## src/rtl/time_of_day_counter.sv

```systemverilog
// Time-of-day counter: prescaled one-second tick, 24-hour binary time, BCD display in 24h or 12h format.
// Loads are range-checked; tick, day-wrap and load-error strobes are registered one-cycle pulses.
module time_of_day_counter #(
  parameter int unsigned TICK_DIV = 100000000
) (
  input  logic       clk,
  input  logic       reset,
  input  logic       enable,
  input  logic       mode_12h,
  input  logic       load,
  input  logic [4:0] load_hours,
  input  logic [5:0] load_minutes,
  input  logic [5:0] load_seconds,
  output logic [3:0] sec_units,
  output logic [2:0] sec_tens,
  output logic [3:0] min_units,
  output logic [2:0] min_tens,
  output logic [3:0] hour_units,
  output logic [1:0] hour_tens,
  output logic       pm,
  output logic       sec_tick,
  output logic       day_wrap,
  output logic       load_err
);

  localparam int unsigned PW = (TICK_DIV > 1) ? $clog2(TICK_DIV) : 1;
  localparam logic [PW-1:0] PRESC_LAST = PW'(TICK_DIV - 1);

  // Split 0..59 into {tens[2:0], units[3:0]}.
  function automatic logic [6:0] bcd_split(input logic [5:0] v);
    logic [2:0] t;
    logic [5:0] base;
    if (v >= 6'd50) begin
      t = 3'd5; base = 6'd50;
    end else if (v >= 6'd40) begin
      t = 3'd4; base = 6'd40;
    end else if (v >= 6'd30) begin
      t = 3'd3; base = 6'd30;
    end else if (v >= 6'd20) begin
      t = 3'd2; base = 6'd20;
    end else if (v >= 6'd10) begin
      t = 3'd1; base = 6'd10;
    end else begin
      t = 3'd0; base = 6'd0;
    end
    return {t, 4'(v - base)};
  endfunction

  // Split 0..23 into {tens[1:0], units[3:0]}.
  function automatic logic [5:0] hour_split(input logic [4:0] h);
    logic [1:0] t;
    logic [4:0] base;
    if (h >= 5'd20) begin
      t = 2'd2; base = 5'd20;
    end else if (h >= 5'd10) begin
      t = 2'd1; base = 5'd10;
    end else begin
      t = 2'd0; base = 5'd0;
    end
    return {t, 4'(h - base)};
  endfunction

  logic [PW-1:0] presc_q, presc_d;
  logic [4:0]    hour_q, hour_d;
  logic [5:0]    min_q, min_d;
  logic [5:0]    sec_q, sec_d;
  logic          sec_tick_q, sec_tick_d;
  logic          day_wrap_q, day_wrap_d;
  logic          load_err_q, load_err_d;

  logic          tick_s;
  logic          load_ok_s;
  logic [4:0]    disp_hour_s;

  assign tick_s    = enable && (presc_q == PRESC_LAST);
  assign load_ok_s = load && (load_hours <= 5'd23) && (load_minutes <= 6'd59)
                     && (load_seconds <= 6'd59);

  always_ff @(posedge clk) begin
    if (reset) begin
      presc_q    <= '0;
      hour_q     <= 5'd0;
      min_q      <= 6'd0;
      sec_q      <= 6'd0;
      sec_tick_q <= 1'b0;
      day_wrap_q <= 1'b0;
      load_err_q <= 1'b0;
    end else begin
      presc_q    <= presc_d;
      hour_q     <= hour_d;
      min_q      <= min_d;
      sec_q      <= sec_d;
      sec_tick_q <= sec_tick_d;
      day_wrap_q <= day_wrap_d;
      load_err_q <= load_err_d;
    end
  end

  // A valid load wins over the tick; a rejected load lets the tick proceed.
  always_comb begin
    presc_d    = presc_q;
    hour_d     = hour_q;
    min_d      = min_q;
    sec_d      = sec_q;
    sec_tick_d = 1'b0;
    day_wrap_d = 1'b0;
    load_err_d = load && !load_ok_s;
    if (load_ok_s) begin
      presc_d = '0;
      hour_d  = load_hours;
      min_d   = load_minutes;
      sec_d   = load_seconds;
    end else begin
      if (enable) begin
        presc_d = tick_s ? '0 : presc_q + PW'(1);
      end else begin
        presc_d = presc_q;
      end
      if (tick_s) begin
        sec_tick_d = 1'b1;
        if (sec_q == 6'd59) begin
          sec_d = 6'd0;
          if (min_q == 6'd59) begin
            min_d = 6'd0;
            if (hour_q == 5'd23) begin
              hour_d     = 5'd0;
              day_wrap_d = 1'b1;
            end else begin
              hour_d = hour_q + 5'd1;
            end
          end else begin
            min_d = min_q + 6'd1;
          end
        end else begin
          sec_d = sec_q + 6'd1;
        end
      end else begin
        sec_tick_d = 1'b0;
      end
    end
  end

  // 12-hour view maps 0 to 12 and 13..23 down by 12; pm follows the internal hour.
  always_comb begin
    disp_hour_s = hour_q;
    if (mode_12h) begin
      if (hour_q == 5'd0) begin
        disp_hour_s = 5'd12;
      end else if (hour_q > 5'd12) begin
        disp_hour_s = hour_q - 5'd12;
      end else begin
        disp_hour_s = hour_q;
      end
    end else begin
      disp_hour_s = hour_q;
    end
  end

  assign {sec_tens, sec_units}   = bcd_split(sec_q);
  assign {min_tens, min_units}   = bcd_split(min_q);
  assign {hour_tens, hour_units} = hour_split(disp_hour_s);
  assign pm       = (hour_q >= 5'd12);
  assign sec_tick = sec_tick_q;
  assign day_wrap = day_wrap_q;
  assign load_err = load_err_q;

endmodule

```

## config.mk

```make
export PLATFORM = sky130hd
export DESIGN_NAME = time_of_day_counter
export DESIGN_NICKNAME = d
export VERILOG_FILES = /design/src/rtl/time_of_day_counter.sv
export SDC_FILE = /design/constraint.sdc
export NUM_CORES = 1
export LEC_CHECK = 0
export BUFFER_PORTS_ARGS = -buffer_cell sky130_fd_sc_hd__buf_2
export CORE_MARGIN = 5
export CORE_UTILIZATION = 45
export DETAILED_ROUTE_END_ITERATION = 6
export PLACE_DENSITY = 0.73
export SYNTH_ARGS = -nofsm -noshare
export SYNTH_HDL_FRONTEND = slang
export SYNTH_SLANG_ARGS = --single-unit
```

## constraint.sdc

```tcl
create_clock -name clk -period 3.32 [get_ports clk]
set_clock_uncertainty 0.05 [all_clocks]
set_input_delay 0.166 -clock clk [delete_from_list [all_inputs] [get_ports clk]]
set_output_delay 0.166 -clock clk [all_outputs]
set_load 0.02 [all_outputs]
```

-- After elaboration in Yosys (flattened, before gate mapping)
Cells that the tools add are included.
- register bits after elaboration: 47
- bits in latches: 0
- RAM bits: 0
- memory bits (read-only): 0
- bits of input ports: 22
- output and inout bits: 24
- word-level logic and storage cells: 95
- memories: 0
- add/sub/neg operators: 8
- multipliers: 0
- div/mod/pow operators: 0
- order comparisons: 17
- equal/unequal tests: 4
- shift operators: 0
- mux-type cells: 42
- bitwise gates (word level): 3
- reductions and logical operators: 14
- operator list (cell ; count):
    4-bit 2-to-1 mux ; 12
    6-bit 2-to-1 mux ; 7
    5-bit 2-to-1 mux ; 8
    27-bit by 1-bit adder with 27-bit output (second input constant) ; 1
    27-bit == test (second input constant) ; 1
    27-bit 2-to-1 mux ; 1
    6-bit by 5-bit greater-or-equal comparator with 1-bit output (second input constant) ; 4
    6-bit greater-or-equal comparator (second input constant) ; 4
    6-bit by 1-bit adder with 6-bit output (second input constant) ; 2
    6-bit == test (second input constant) ; 2
    6-bit by 4-bit greater-or-equal comparator with 1-bit output (second input constant) ; 2
    6-bit <= comparator (second input constant) ; 2
    3-bit 2-to-1 mux ; 4
    4-bit subtractor ; 3
    5-bit by 4-bit greater-or-equal comparator with 1-bit output (second input constant) ; 2
    2-bit 2-to-1 mux ; 5
    2-bit nonzero test ; 3
    5-bit by 1-bit adder with 5-bit output (second input constant) ; 1
    5-bit == test (second input constant) ; 1
    5-bit greater-or-equal comparator (second input constant) ; 1
    5-bit by 4-bit greater-than comparator with 1-bit output (second input constant) ; 1
    5-bit <= comparator (second input constant) ; 1
    1-bit logical AND ; 5
    5-bit zero test ; 1
    8 further kinds ; 14

-- Depth between registers and ports, before layout
- depth after elaboration: 8
- depth in mapped cells: 15
- gate-level depth less buffers: 14

-- Worst setup path after synthesis
No wires, ideal clock.
- path type: reg-to-output
- start: register hour_q[2]
- end: output hour_units[3]
- data arrival time: 2.883 ns
- required time: 3.104 ns
- setup slack: 0.221 ns
- cell stages (with the launch flop): 14
- path buffers: 1
- cells stage by stage: dfxtp_1 > buf_2 > inv_1 > ha_1 > o41ai_2 > nand2_1 > mux2i_1 > ha_1 > inv_1 > ha_1 > inv_1 > o21a_1 > o2bb2ai_1 > a211o_1
- longest elaborated chain between the ends: 8
- elaborated cells on any way between the ends: 11
- classes of those cells: 2 x add/sub; 3 x order compare; 5 x mux; 1 x reduce/logical
- ends and longest elaborated chain (what ; RTL line ; RTL):
    from (decl) ; 64 ; logic [4:0] hour_q, hour_d;
    from (signal assigned) ; 90 ; hour_q <= hour_d;
    5-bit by 4-bit subtractor with 5-bit output or 5-bit by 4-bit greater-than comparator with 1-bit output (tied branches) ; 150, 149 ;
    5-bit 2-to-1 mux ; 149 ; end else if (hour_q > 5'd12) begin
    5-bit 2-to-1 mux ; 147 ; if (hour_q == 5'd0) begin
    5-bit 2-to-1 mux * ; 146 ; if (mode_12h) begin
    5-bit by 4-bit greater-or-equal comparator with 1-bit output ; 55 ; end else if (h >= 5'd10) begin
    4-bit 2-to-1 mux ; 55 ;
    4-bit 2-to-1 mux ; 53 ; if (h >= 5'd20) begin
    4-bit subtractor * ; 60 ; return {t, 4'(h - base)};
    to (decl) ; 18 ; output logic [3:0] hour_units,
Mark *: on every way between the ends. The rest lies on a longest branch, timed or not.

-- Worst setup path after layout
- start: register hour_q[1]
- end: output hour_units[3]
Same word-level chain as after synthesis.

==> key figures <==
Drt
  • Post-DR vias/cell: 5.43
  • WL per Instance: 13.4 µm
  • TritonRoute pass-1 iters: 4
  • Post-DRT Antenna Nets: 0
  • DR vias: 3003
  • Detailed Route WL: 7410 µm
  • DR iter-0 viols: 111
  • DRC violations left: 0

Layout
  • Area grow syn2layout: 13.3%
  • Layout cell share with drive strength beyond 1: 17.6%
  • # diodes: 0
  • Total Nets Final: 493
  • Post-route insts no fill: 553

Clocking
  • CTS max path bufs: 2
  • Post-CTS Hold Buffers: 0
  • Worst skew pair latency: 310 ps
  • CTS tree: built
  • CTS Buf Count: 5
  • Clock transition at path regs: 90 ps
  • Root buffer cell: clkbuf_8
  • # clock sinks: 47
  • H-Tree Level Count: 2

Die
  • FP Rows: 31
  • Starting Density: 45.7%
  • Die W: 95.1 µm
  • Die area: 9050 µm²
  • DIE HEIGHT: 95.1 µm
  • Io pins: 46
  • Core area: 7140 µm²

Global route
  • Grt total ovfl: 0
  • Vias in the first global route: 2760
  • First-pass GRT wire length: 12400 µm
  • Gr usage total: 16.6%
  • Largest net degree at the start of global routing: 30
  • Initial antenna violation count: 0

Worst setup path
  • Crit path required time: 3100 ps
  • Critical Path Start Type: flop
  • CP max FO: 6
  • Crit Path Category: reg2out
  • CP endpoint kind: output pin
  • Crit path DAT: 2960 ps

Placed design
  • HPWL after DPL: 5270 µm
  • # placed instances: 539
  • PortBufs: 45
  • Routability cong.: 0.835

Yosys
  • Syn Nets: 460
  • Syn avg cell area: 7.77 µm²
  • Netlist cell types: 58
  • EDFF count, synth: 0
  • Synth area leader: dfxtp_1
  • Yosys warning count: 0
  • Mapped Area: 3260 µm²
  • Sequential fraction of the synthesis area: 28.8%
  • Ys async rst share: 0%
  • Top-area cell type share of the netlist area: 28.8%
  • Syn Inst Count: 420
  • Top post-synthesis cells by area: dfxtp_1 29%, nor2_1 6.3%, ha_1 6.1%, xnor2_1 4.3%, xor2_1 4.3%
  • Ys flop type: dfxtp_1
  • Synth Register Bits: 47

Pwr
  • PwrDens: 379 nW/µm²
  • Lkg Pwr: 1.47 nW
  • Total power: 1.40 mW
  • Worst vdd ir: 0.151 mV

STA
  • Fin. max-slew vios: 0
  • Fin crit share: 95.7%
  • Worst slew pin tran: 679 ps
  • Fmax: 0.315 GHz
  • Headroom to the max-slew limit: 54.4%
  • Minimum clock period: 3180 ps
  • Finish-stage setup viols: 0
  • Endpoints failing hold: 0

Flow run
  • Max cap viols: 0

Min path
  • HP Class: in2reg

Status
  • Status: completed
==> cell families after synthesis <==
family          after synthesis  synth area share [%]
simple gates                186                  29.0
compound gates               79                  17.1
buf+inv                      51                  6.87
flops                        47                  28.8
xor+xnor                     32                  8.59
fa+ha+maj                    18                  7.36
mux                           7                  2.22
==> critical path: stages (launching register included) <==
cell and delay, ps:
dfxtp_4 370, inv_1 70, ha_4 170, and3b_1 180, o41ai_2 400, buf_4 210, nand2_1 50, mux2i_1 210
ha_2 220, inv_1 40, ha_1 170, inv_2 70, o21a_1 120, o2bb2ai_1 100, a211o_1 140, buf_4 130
==> per-stage QoR <==
stage               utilization, %  TNS [ps]  worst slack (ps)  hold slack [ps]  cell area, µm²
floorplan                        -         0               221              238            3260
global placement              49.0         0               411              337            3500
detailed placement            49.0         0               292              341            3500
CTS                           50.5         0              56.6             14.9            3610
global route                  51.8     -59.4             -59.4             20.0            3690
finish                        51.8         0               142             15.9            3690
==> state kept, by name (all words and copies together) (netlist names) <==
signal    flops
day_wrap      1
hour_q        5
load_err      1
min_q         6
presc_q      27
sec_q         6
sec_tick      1
==> synth_stat cells, types with 2 or more instances <==
cell and count:
a21oi_1 17, and3b_1 3, xor2_1 16, xnor2_1 16, buf_2 5, or3_1 2
a221o_1 2, o22ai_1 2, o21ai_0 13, nor2b_1 3, inv_1 22, nand2b_1 11
o31ai_1 3, dfxtp_1 47, mux2_2 2, and3_1 8, a211oi_1 4, nand2_1 37
ha_1 16, a21boi_0 4, nand3b_1 3, a221oi_1 2, o2bb2ai_1 2, nor4_1 4
and4_1 4, nor2_1 55, nor3_1 10, buf_1 2, nor4b_1 2, a311oi_1 5
o21a_1 4, buf_4 5, o211ai_1 6, nand3_1 20, mux2i_1 5, fa_1 2
nand4_1 13, and2_1 7, o311a_1 2, clkbuf_1 16
==> placed cells by master, fill, tap and decap left out, types with 5 or more instances in the layout <==
cell type  Yosys  layout
nor2_1        55      54
buf_2          5      44
dfxtp_1       47      42
nand2_1       37      37
inv_1         22      20
nand3_1       20      20
a21oi_1       17      17
xnor2_1       16      16
xor2_1        16      16
o21ai_0       13      13
nand4_1       13      13
ha_1          16      13
nand2b_1      11      11
buf_4          5      11
nor3_1        10      10
and3_1         8       8
and2_1         7       7
o211ai_1       6       6
clkbuf_8       0       6
mux2i_1        5       5
a311oi_1       5       5
==> layer usage <==
metal	GRT usage, %	vias to the layer above	part of all wire, %
met5	0	-	0
met4	4.57	0	0.93
met3	2.84	6	3.7
met2	29.1	44	49
met1	20.8	1416	46
li1	-	1537	-
==> final timing paths <==
kind              start       endpoint  slack, ps  depth (start not counted)
max           hour_q[1]  hour_units[3]        140                         15
min                load       load_err         20                          2
max reg2reg    min_q[1]      hour_q[4]        890                          6
min reg2reg  presc_q[1]     presc_q[1]        440                          2
==> where the power goes <==
group | internal [mW] | switching [mW] | leakage [nW]
Clock | 0.170 | 0.205 | 0.0474
Sequential | 0.582 | 0.0432 | 0.385
Combinational | 0.169 | 0.232 | 1.04
Total | 0.921 | 0.480 | 1.47
==> final cells by class <==
cell class / count / area (µm²)
Sequential cell: 47 / 955
Clock buffer: 6 / 82.6
Timing Repair Buffer: 55 / 303
Clock inverter: 2 / 16.3
Multi-Input combinational cell: 322 / 2130
Tap cell: 99 / 124
Inverter: 22 / 82.6
Fill cell: 722 / 3440
==> timing repair <==
action,4_1_cts,5_1_grt
pin swaps,1,3
endpoints found under the setup margin,1,1
resized for setup,3,15
setup buffers,0,6
Note: power is estimated with default switching activity, not from simulation.
